==> config.mk <==
export PLATFORM = sky130hd
export DESIGN_NAME = frame_buf_ctrl_flat
export DESIGN_NICKNAME = d
export VERILOG_FILES = /design/src/rtl/frame_buf_if.sv /design/src/rtl/frame_buf_ctrl.sv /design/src/flat_wrapper.sv
export SDC_FILE = /design/constraint.sdc
export NUM_CORES = 1
export LEC_CHECK = 0
export BUFFER_PORTS_ARGS = -buffer_cell sky130_fd_sc_hd__buf_2
export CAP_MARGIN = 10
export CORE_ASPECT_RATIO = 1.75
export CORE_UTILIZATION = 50
export DETAILED_ROUTE_END_ITERATION = 8
export GPL_TIMING_DRIVEN = 1
export PLACE_DENSITY = 0.87
export SLEW_MARGIN = 40
export SYNTH_ARGS = -nofsm -noshare
export SYNTH_HDL_FRONTEND = slang
export SYNTH_SLANG_ARGS = --single-unit
==> constraint.sdc <==
create_clock -name clk -period 7.2 [get_ports clk]
set_input_delay 0.72 -clock clk [delete_from_list [all_inputs] [get_ports clk]]
set_output_delay 0.72 -clock clk [all_outputs]
set_load 0.005 [all_outputs]
==> src/rtl/frame_buf_if.sv <==
// Camera-write / display-read / BRAM-port bundle for the ping-pong frame buffer controller.
// master = pixel source and display timing side, slave = frame_buf_ctrl.
interface frame_buf_if #(
  parameter int ADDR_W = 17
);
  logic              wr_vsync;
  logic              wr_en;
  logic [ADDR_W-1:0] wr_addr;
  logic [11:0]       wr_data;
  logic              rd_vsync;
  logic [ADDR_W-1:0] rd_addr;
  logic [ADDR_W:0]   bram_addra;
  logic [11:0]       bram_dina;
  logic              bram_wea;
  logic [ADDR_W:0]   bram_addrb;
  logic              frame_ready;
  logic [15:0]       frame_cnt;
  logic [15:0]       drop_cnt;
  logic              short_err;

  modport master (
    output wr_vsync, wr_en, wr_addr, wr_data, rd_vsync, rd_addr,
    input  bram_addra, bram_dina, bram_wea, bram_addrb,
    input  frame_ready, frame_cnt, drop_cnt, short_err
  );

  modport slave (
    input  wr_vsync, wr_en, wr_addr, wr_data, rd_vsync, rd_addr,
    output bram_addra, bram_dina, bram_wea, bram_addrb,
    output frame_ready, frame_cnt, drop_cnt, short_err
  );
endinterface

==> src/rtl/frame_buf_ctrl.sv <==
// Double-buffered camera frame store: writer fills one BRAM bank while display reads the other, swapping on display vsync.
// Port-A write is one cycle after wr_en; no backpressure -- frames arriving while a finished frame awaits a swap are dropped.
module frame_buf_ctrl #(
  parameter int ADDR_W       = 17,
  parameter int FRAME_PIXELS = 76800
) (
  input  logic       clk,
  input  logic       rst,
  frame_buf_if.slave bus
);
  localparam int               CNT_W    = $clog2(FRAME_PIXELS + 1);
  localparam logic [CNT_W-1:0] LAST_PIX = CNT_W'(FRAME_PIXELS - 1);

  typedef enum logic [1:0] {IDLE, WRITE, HOLD, DROP} wr_state_t;

  wr_state_t        state;
  logic             wr_vs_q;
  logic             rd_vs_q;
  logic             wr_edge;
  logic             rd_edge;
  logic             wr_bank;
  logic             rd_bank;
  logic [CNT_W-1:0] pix_cnt;
  logic             swap;

  always_ff @(posedge clk or posedge rst) begin
    if (rst) begin
      wr_vs_q <= 1'b0;
      rd_vs_q <= 1'b0;
      wr_edge <= 1'b0;
      rd_edge <= 1'b0;
    end else begin
      wr_vs_q <= bus.wr_vsync;
      rd_vs_q <= bus.rd_vsync;
      wr_edge <= bus.wr_vsync & ~wr_vs_q;
      rd_edge <= bus.rd_vsync & ~rd_vs_q;
    end
  end

  // frame_ready is only ever 1 in HOLD/DROP, so a swap never disturbs an in-progress frame
  assign swap           = rd_edge & bus.frame_ready;
  assign bus.bram_addrb = {rd_bank, bus.rd_addr};

  always_ff @(posedge clk or posedge rst) begin
    if (rst) begin
      state           <= IDLE;
      wr_bank         <= 1'b0;
      rd_bank         <= 1'b1;
      pix_cnt         <= '0;
      bus.frame_ready <= 1'b0;
      bus.bram_wea    <= 1'b0;
      bus.bram_addra  <= '0;
      bus.bram_dina   <= '0;
      bus.frame_cnt   <= '0;
      bus.drop_cnt    <= '0;
      bus.short_err   <= 1'b0;
    end else begin
      bus.bram_wea <= 1'b0;
      if (swap) begin
        rd_bank         <= wr_bank;
        wr_bank         <= rd_bank;
        bus.frame_ready <= 1'b0;
      end
      case (state)
        IDLE: begin
          if (wr_edge) begin
            state   <= WRITE;
            pix_cnt <= '0;
          end
        end
        WRITE: begin
          // a new vsync wins over a coincident pixel: the partial frame is abandoned in place
          if (wr_edge) begin
            bus.short_err <= 1'b1;
            pix_cnt       <= '0;
          end else if (bus.wr_en) begin
            bus.bram_wea   <= 1'b1;
            bus.bram_addra <= {wr_bank, bus.wr_addr};
            bus.bram_dina  <= bus.wr_data;
            pix_cnt        <= pix_cnt + 1'b1;
            if (pix_cnt == LAST_PIX) begin
              bus.frame_ready <= 1'b1;
              bus.frame_cnt   <= bus.frame_cnt + 16'd1;
              state           <= HOLD;
            end
          end
        end
        HOLD, DROP: begin
          if (swap) begin
            state   <= wr_edge ? WRITE : IDLE;
            pix_cnt <= '0;
          end else if (wr_edge) begin
            bus.drop_cnt <= bus.drop_cnt + 16'd1;
            state        <= DROP;
          end
        end
        default: state <= IDLE;
      endcase
    end
  end
endmodule

==> src/flat_wrapper.sv <==
// flat-port wrapper written by rule: the top's interface ports become plain ports
module frame_buf_ctrl_flat 
#(
  parameter int ADDR_W       = 17,
  parameter int FRAME_PIXELS = 76800
)
  (clk, rst, bus_wr_vsync, bus_wr_en, bus_wr_addr, bus_wr_data, bus_rd_vsync, bus_rd_addr, bus_bram_addra, bus_bram_dina, bus_bram_wea, bus_bram_addrb, bus_frame_ready, bus_frame_cnt, bus_drop_cnt, bus_short_err);
  frame_buf_if #(.ADDR_W(ADDR_W)) bus_i ();
  input  logic clk;
  input  logic rst;
  input wire logic [$bits(bus_i.wr_vsync)-1:0] bus_wr_vsync;
  input wire logic [$bits(bus_i.wr_en)-1:0] bus_wr_en;
  input wire logic [$bits(bus_i.wr_addr)-1:0] bus_wr_addr;
  input wire logic [$bits(bus_i.wr_data)-1:0] bus_wr_data;
  input wire logic [$bits(bus_i.rd_vsync)-1:0] bus_rd_vsync;
  input wire logic [$bits(bus_i.rd_addr)-1:0] bus_rd_addr;
  output wire logic [$bits(bus_i.bram_addra)-1:0] bus_bram_addra;
  output wire logic [$bits(bus_i.bram_dina)-1:0] bus_bram_dina;
  output wire logic [$bits(bus_i.bram_wea)-1:0] bus_bram_wea;
  output wire logic [$bits(bus_i.bram_addrb)-1:0] bus_bram_addrb;
  output wire logic [$bits(bus_i.frame_ready)-1:0] bus_frame_ready;
  output wire logic [$bits(bus_i.frame_cnt)-1:0] bus_frame_cnt;
  output wire logic [$bits(bus_i.drop_cnt)-1:0] bus_drop_cnt;
  output wire logic [$bits(bus_i.short_err)-1:0] bus_short_err;
  assign bus_i.wr_vsync = bus_wr_vsync;
  assign bus_i.wr_en = bus_wr_en;
  assign bus_i.wr_addr = bus_wr_addr;
  assign bus_i.wr_data = bus_wr_data;
  assign bus_i.rd_vsync = bus_rd_vsync;
  assign bus_i.rd_addr = bus_rd_addr;
  assign bus_bram_addra = bus_i.bram_addra;
  assign bus_bram_dina = bus_i.bram_dina;
  assign bus_bram_wea = bus_i.bram_wea;
  assign bus_bram_addrb = bus_i.bram_addrb;
  assign bus_frame_ready = bus_i.frame_ready;
  assign bus_frame_cnt = bus_i.frame_cnt;
  assign bus_drop_cnt = bus_i.drop_cnt;
  assign bus_short_err = bus_i.short_err;
  frame_buf_ctrl #(.ADDR_W(ADDR_W), .FRAME_PIXELS(FRAME_PIXELS)) u_core (.clk(clk), .rst(rst), .bus(bus_i));
endmodule
* After elaboration in Yosys (flattened, before gate mapping)
Index checks and enable logic that the tools add are counted.
** Storage, ports and cells
- Register bits after elaboration :: 90
- Bits in latches :: 0
- Bits in writable memories :: 0
- Memory bits (read-only) :: 0
- Bits of input ports :: 51
- Output and inout port bits :: 83
- Logic and storage cells :: 65
- Memories kept :: 0
** Cells by class
- Add/sub/neg operators :: 3
- Multipliers :: 0
- Divide/modulo/power cells :: 0
- Magnitude comparators :: 0
- Equal/unequal tests :: 11
- Shift-type cells :: 0
- Mux-type cells :: 21
- Bitwise gates (word level) :: 7
- Reduce and logical (&&, ||, !) cells :: 8
** Operators with widths (number)
- two-way mux 17 bit :: 4
- case mux 17 bit (3 select lines) :: 1
- adder 16 x 1 -> 16 bit (second input constant) :: 2
- adder 17 x 1 -> 17 bit (second input constant) :: 1
- equality test 17 bit (second input constant) :: 1
- two-way mux 2 bit :: 6
- two-way mux 1 bit :: 9
- AND reduction 3 bit :: 3
- inequality test 2 x 1 -> 1 bit (second input constant) :: 3
- case mux 2 bit (3 select lines) :: 1
- AND reduction 5 bit :: 1
- equality test 2 bit (second input constant) :: 2
- inequality test 2 bit (second input constant) :: 2
- NOT 1 bit :: 4
- AND reduction 4 bit :: 1
- AND 1 bit :: 3
- inequality test 3 x 1 -> 1 bit (second input constant) :: 1
- inequality test 3 x 2 -> 1 bit (second input constant) :: 1
- equality test 2 x 1 -> 1 bit (second input constant) :: 1
- zero test 2 bit :: 1
- AND reduction 2 bit :: 1
- OR reduction 2 bit :: 1

* Longest topological paths before layout
- Depth after elaboration :: 6
- Gate-level depth with buffers :: 7
- Gate-level depth less buffers :: 5

* Worst setup path before layout
OpenSTA, ideal clock, no wires.
- Path kind :: input to register
- Start :: in bus_wr_en
- End :: reg u_core.pix_cnt[12]
- Library setup time :: 80 ps
- Data arrival time :: 1972 ps
- Required time :: 7120 ps
- Slack :: 5148 ps
- Stages on the path :: 5
- Path buffers :: 1
- Path through :: a211oi_1 > or4_1 > clkbuf_1 > or3_1 > a21oi_1
** Between the ends
- Longest elaborated chain between the ends :: 2
** RTL lines
- from (decl) :: RTL line flat_wrapper.sv:12 : input wire logic [$bits(bus_i.wr_en)-1:0] bus_wr_en;
- inequality test 3 x 2 -> 1 bit (no source line)
- AND reduction 3 bit (no source line)
- to (signal assigned) :: RTL line frame_buf_ctrl.sv:80 : pix_cnt <= pix_cnt + 1'b1;
- to (decl) :: RTL line frame_buf_ctrl.sv:23 : logic [CNT_W-1:0] pix_cnt;
No other way between the ends.
A chain may end at the register's enable or synchronous reset.

* Worst setup path in the final report
- Start :: reg u_core.pix_cnt[12]
- End :: reg u_core.state[0]
** Between the ends
- Longest elaborated chain between the ends :: 3
** RTL lines
- equality test 17 bit :: RTL line frame_buf_ctrl.sv:81 : if (pix_cnt == LAST_PIX) begin
- inequality test 2 x 1 -> 1 bit (no source line)
- AND reduction 5 bit (no source line)
- to (signal assigned) :: RTL line frame_buf_ctrl.sv:90 : state <= wr_edge ? WRITE : IDLE;
- to (decl) :: RTL line frame_buf_ctrl.sv:16 : wr_state_t state;
No other way between the ends.

==> impl_metrics.ini <==
[sta]
max_slew_margin_pct = 49.9
period_needed_ps = 2420
skew_ps = 8.03
setup_violations = 0
fin_crit_sh_pct = 33.7
max_freq_mhz = 412
hold_violations = 0
slew_viol_final = 0
worst_pin_slew_ps = 747
fin_tns_setup_ps = 0
rsz0062_at_grt = false

[final_layout]
nets = 549
diodes = 0
stdcell_count = 589
syn_to_final_growth_pct = 18.5
drive_gt1_share_pct = 25.7
num-fill-cells = 649

[yosys]
ys_warn_count = 0
synth.distinct_cells = 45
syn_area_um2 = 4070
ys_seq_area_share_pct = 55.4
syn-mean-instance-area_um2 = 9.82
synthFlopType = dfrtp_1
syn_nets = 468
syn_inst = 414
ys_ff_latch = 90
ys_async_sr_fraction_pct = 100
synth_edf_count = 0

[place]
dp_cells = 574
gp_congestion = 0.805
io_buffers = 99
dp_hpwl_um = 6010

[power_and_ir_drop]
ir_worst_vdd_uv = 165
total_leakage_power_nw = 2.63
power_density_nw_per_um2 = 225

[routing]
drc = 0
wire_per_inst_um = 14.7
drt_iter0_markers = 150
num_vias = 3300
viasPerCell = 5.60
dr.pass1.iters = 4
drt_wl_total_um = 8650
drtAntennaViolNets = 0

[global_route]
grt_max_degree = 91
grt_pass1_wl_um = 13900
grt_pass1_vias = 3133
antenna_found_initial = 0
grtUsageTotal_pct = 20.8
grt_overflow = 0

[critical_path]
critical_path.max_fanout = 16
crit_chain = or3b_1 -> or4_1 -> or4_1 -> a31o_1
cpPeakStageDelay_ps = 700
cp_data_arrival_time_ps = 2650
cp_data_required_time_ps = 7420
cp_top_family = simple AND/OR/NAND/NOR gates
crit_slowest_cell = or4_1
end_kind = flip-flop
cpMostUsedCell = or4_1
cp_num_buf_inv = 0
worst_setup_path_start_kind = flip-flop
critical_path_class = reg -> reg

[floorplanning]
die_x_um = 70.2
core-area_um2 = 7910
die-height_um = 121
start_util_pct = 51.4
num_io_pins = 134
die-area_um2 = 8510
rows = 43

[clock_network]
clkTransAtPathRegs_ps = 60
htreeDepth = 3
hold_buffers = 0
cts_root_buf = clkbuf_16
post_cts_buffers = 0
max-clock-path-buffers = 2
cts_tree = built
cts.sinks = 90
clock_latency_ps = 340
cts.repair.resized = 0
cts_buffers = 9

[status]
outcome = finished clean

[run]
maxCapViolations = 0

[worst_hold_path]
hold_path.class = reg -> reg
report_power, final:
group	internal, mW	leakage (nW)	switching [mW]
sequential	0.523	1.21	0.0228
clock	0.295	0.152	0.179
combinational	0.0334	1.27	0.0324
total	0.851	2.63	0.234
Yosys cell counts (all sizes together), types with 6 or more instances:
library cell / n / area (um2)
nand2: 113 / 424
dfrtp: 89 / 2230
buf: 22 / 156
xor2: 19 / 166
o21ai: 16 / 80.1
nand3: 15 / 75.1
nor3: 13 / 70.1
xnor2: 13 / 114
inv: 12 / 45.0
nand4: 11 / 68.8
nor2: 11 / 41.3
a21oi: 9 / 45.0
clkbuf: 9 / 33.8
or3: 8 / 50.1
nor4: 7 / 50.1
and3: 6 / 37.5
registers in the layout, summed over array words and instances, names as in the netlist:
name and count:
u_core.wr_bank 1, u_core.bus.frame_ready 1, u_core.bus.short_err 1, u_core.bus.bram_dina 12
u_core.bus.frame_cnt 16, u_core.bus.drop_cnt 16, u_core.rd_vs_q 1, u_core.bus.bram_addra 18
u_core.rd_bank 1, u_core.pix_cnt 17, u_core.wr_edge 1, u_core.rd_edge 1
u_core.wr_vs_q 1, u_core.bus.bram_wea 1, u_core.state 2
worst paths after layout:
kind                                           to  cells after the start  slack [ps]          startpoint
max in group asynchronous  u_core.bus.drop_cnt[7]                      3        6130                 rst
setup / recovery                  u_core.state[0]                      4        4780  u_core.pix_cnt[12]
setup reg to reg                  u_core.state[0]                      4        4780  u_core.pix_cnt[12]
hold reg to reg                    u_core.rd_edge                      1         400      u_core.rd_vs_q
hold / removal                     u_core.rd_edge                      1         400      u_core.rd_vs_q
min in group asynchronous          u_core.wr_vs_q                      3         570                 rst
area by class of cell:
type | instances | area, um2 | share of cell area (%)
Multi-Input combinational cell | 280 | 1580 | 32.8
Tap cell | 90 | 113 | 2.34
Sequential cell | 90 | 2250 | 46.8
Clock buffer | 13 | 270 | 5.61
Inverter | 13 | 51.3 | 1.06
Timing Repair Buffer | 101 | 517 | 10.7
Clock inverter | 2 | 35.0 | 0.727
stage by stage:
| step | hold WS, ps | power (mW) | util [%] | setup slack, ps | instance area (um2) |
|---|---|---|---|---|---|
| finish | 395 | 1.09 | 60.9 | 4780 | 4820 |
| global route | 405 | 1.12 | 60.9 | 4700 | 4820 |
| CTS | 399 | 1.10 | 60.8 | 4830 | 4810 |
| detailed placement | 391 | 0.619 | 57.0 | 4850 | 4500 |
| global placement | 384 | 0.615 | 56.9 | 4540 | 4500 |
| floorplan | 378 | 0.591 | - | 4150 | 4070 |
placed cells by master (no fill, tap or decap), drive strengths merged, types with 9 or more instances in the layout:
| cell | netlist | routed |
|---|---|---|
| nand4 | 11 | 11 |
| buf | 22 | 100 |
| nand3 | 15 | 15 |
| xor2 | 19 | 19 |
| nand2 | 113 | 113 |
| nor3 | 13 | 13 |
| clkbuf | 9 | 14 |
| inv | 12 | 11 |
| xnor2 | 13 | 13 |
| a21oi | 9 | 9 |
| o21ai | 16 | 16 |
| nor2 | 11 | 11 |
| dfrtp | 89 | 89 |
kinds of logic after synthesis:
family	synth area share (%)
AOI/OAI and AO/OA	5.36
and+or+nand+nor	23.9
xor gates and xnor gates	6.89
DFF	55.4
adders and majority gates	0.923
muxes	1.60
buffers and inverters	5.88
layer usage:
metal / global-route usage, % / part of all wire (%)
met1: 22.4 / 36
met2: 37.2 / 57
met3: 4.82 / 3.7
met4: 10.9 / 3.5
met5: 0 / 0
Note: power is estimated with default switching activity, not from simulation.
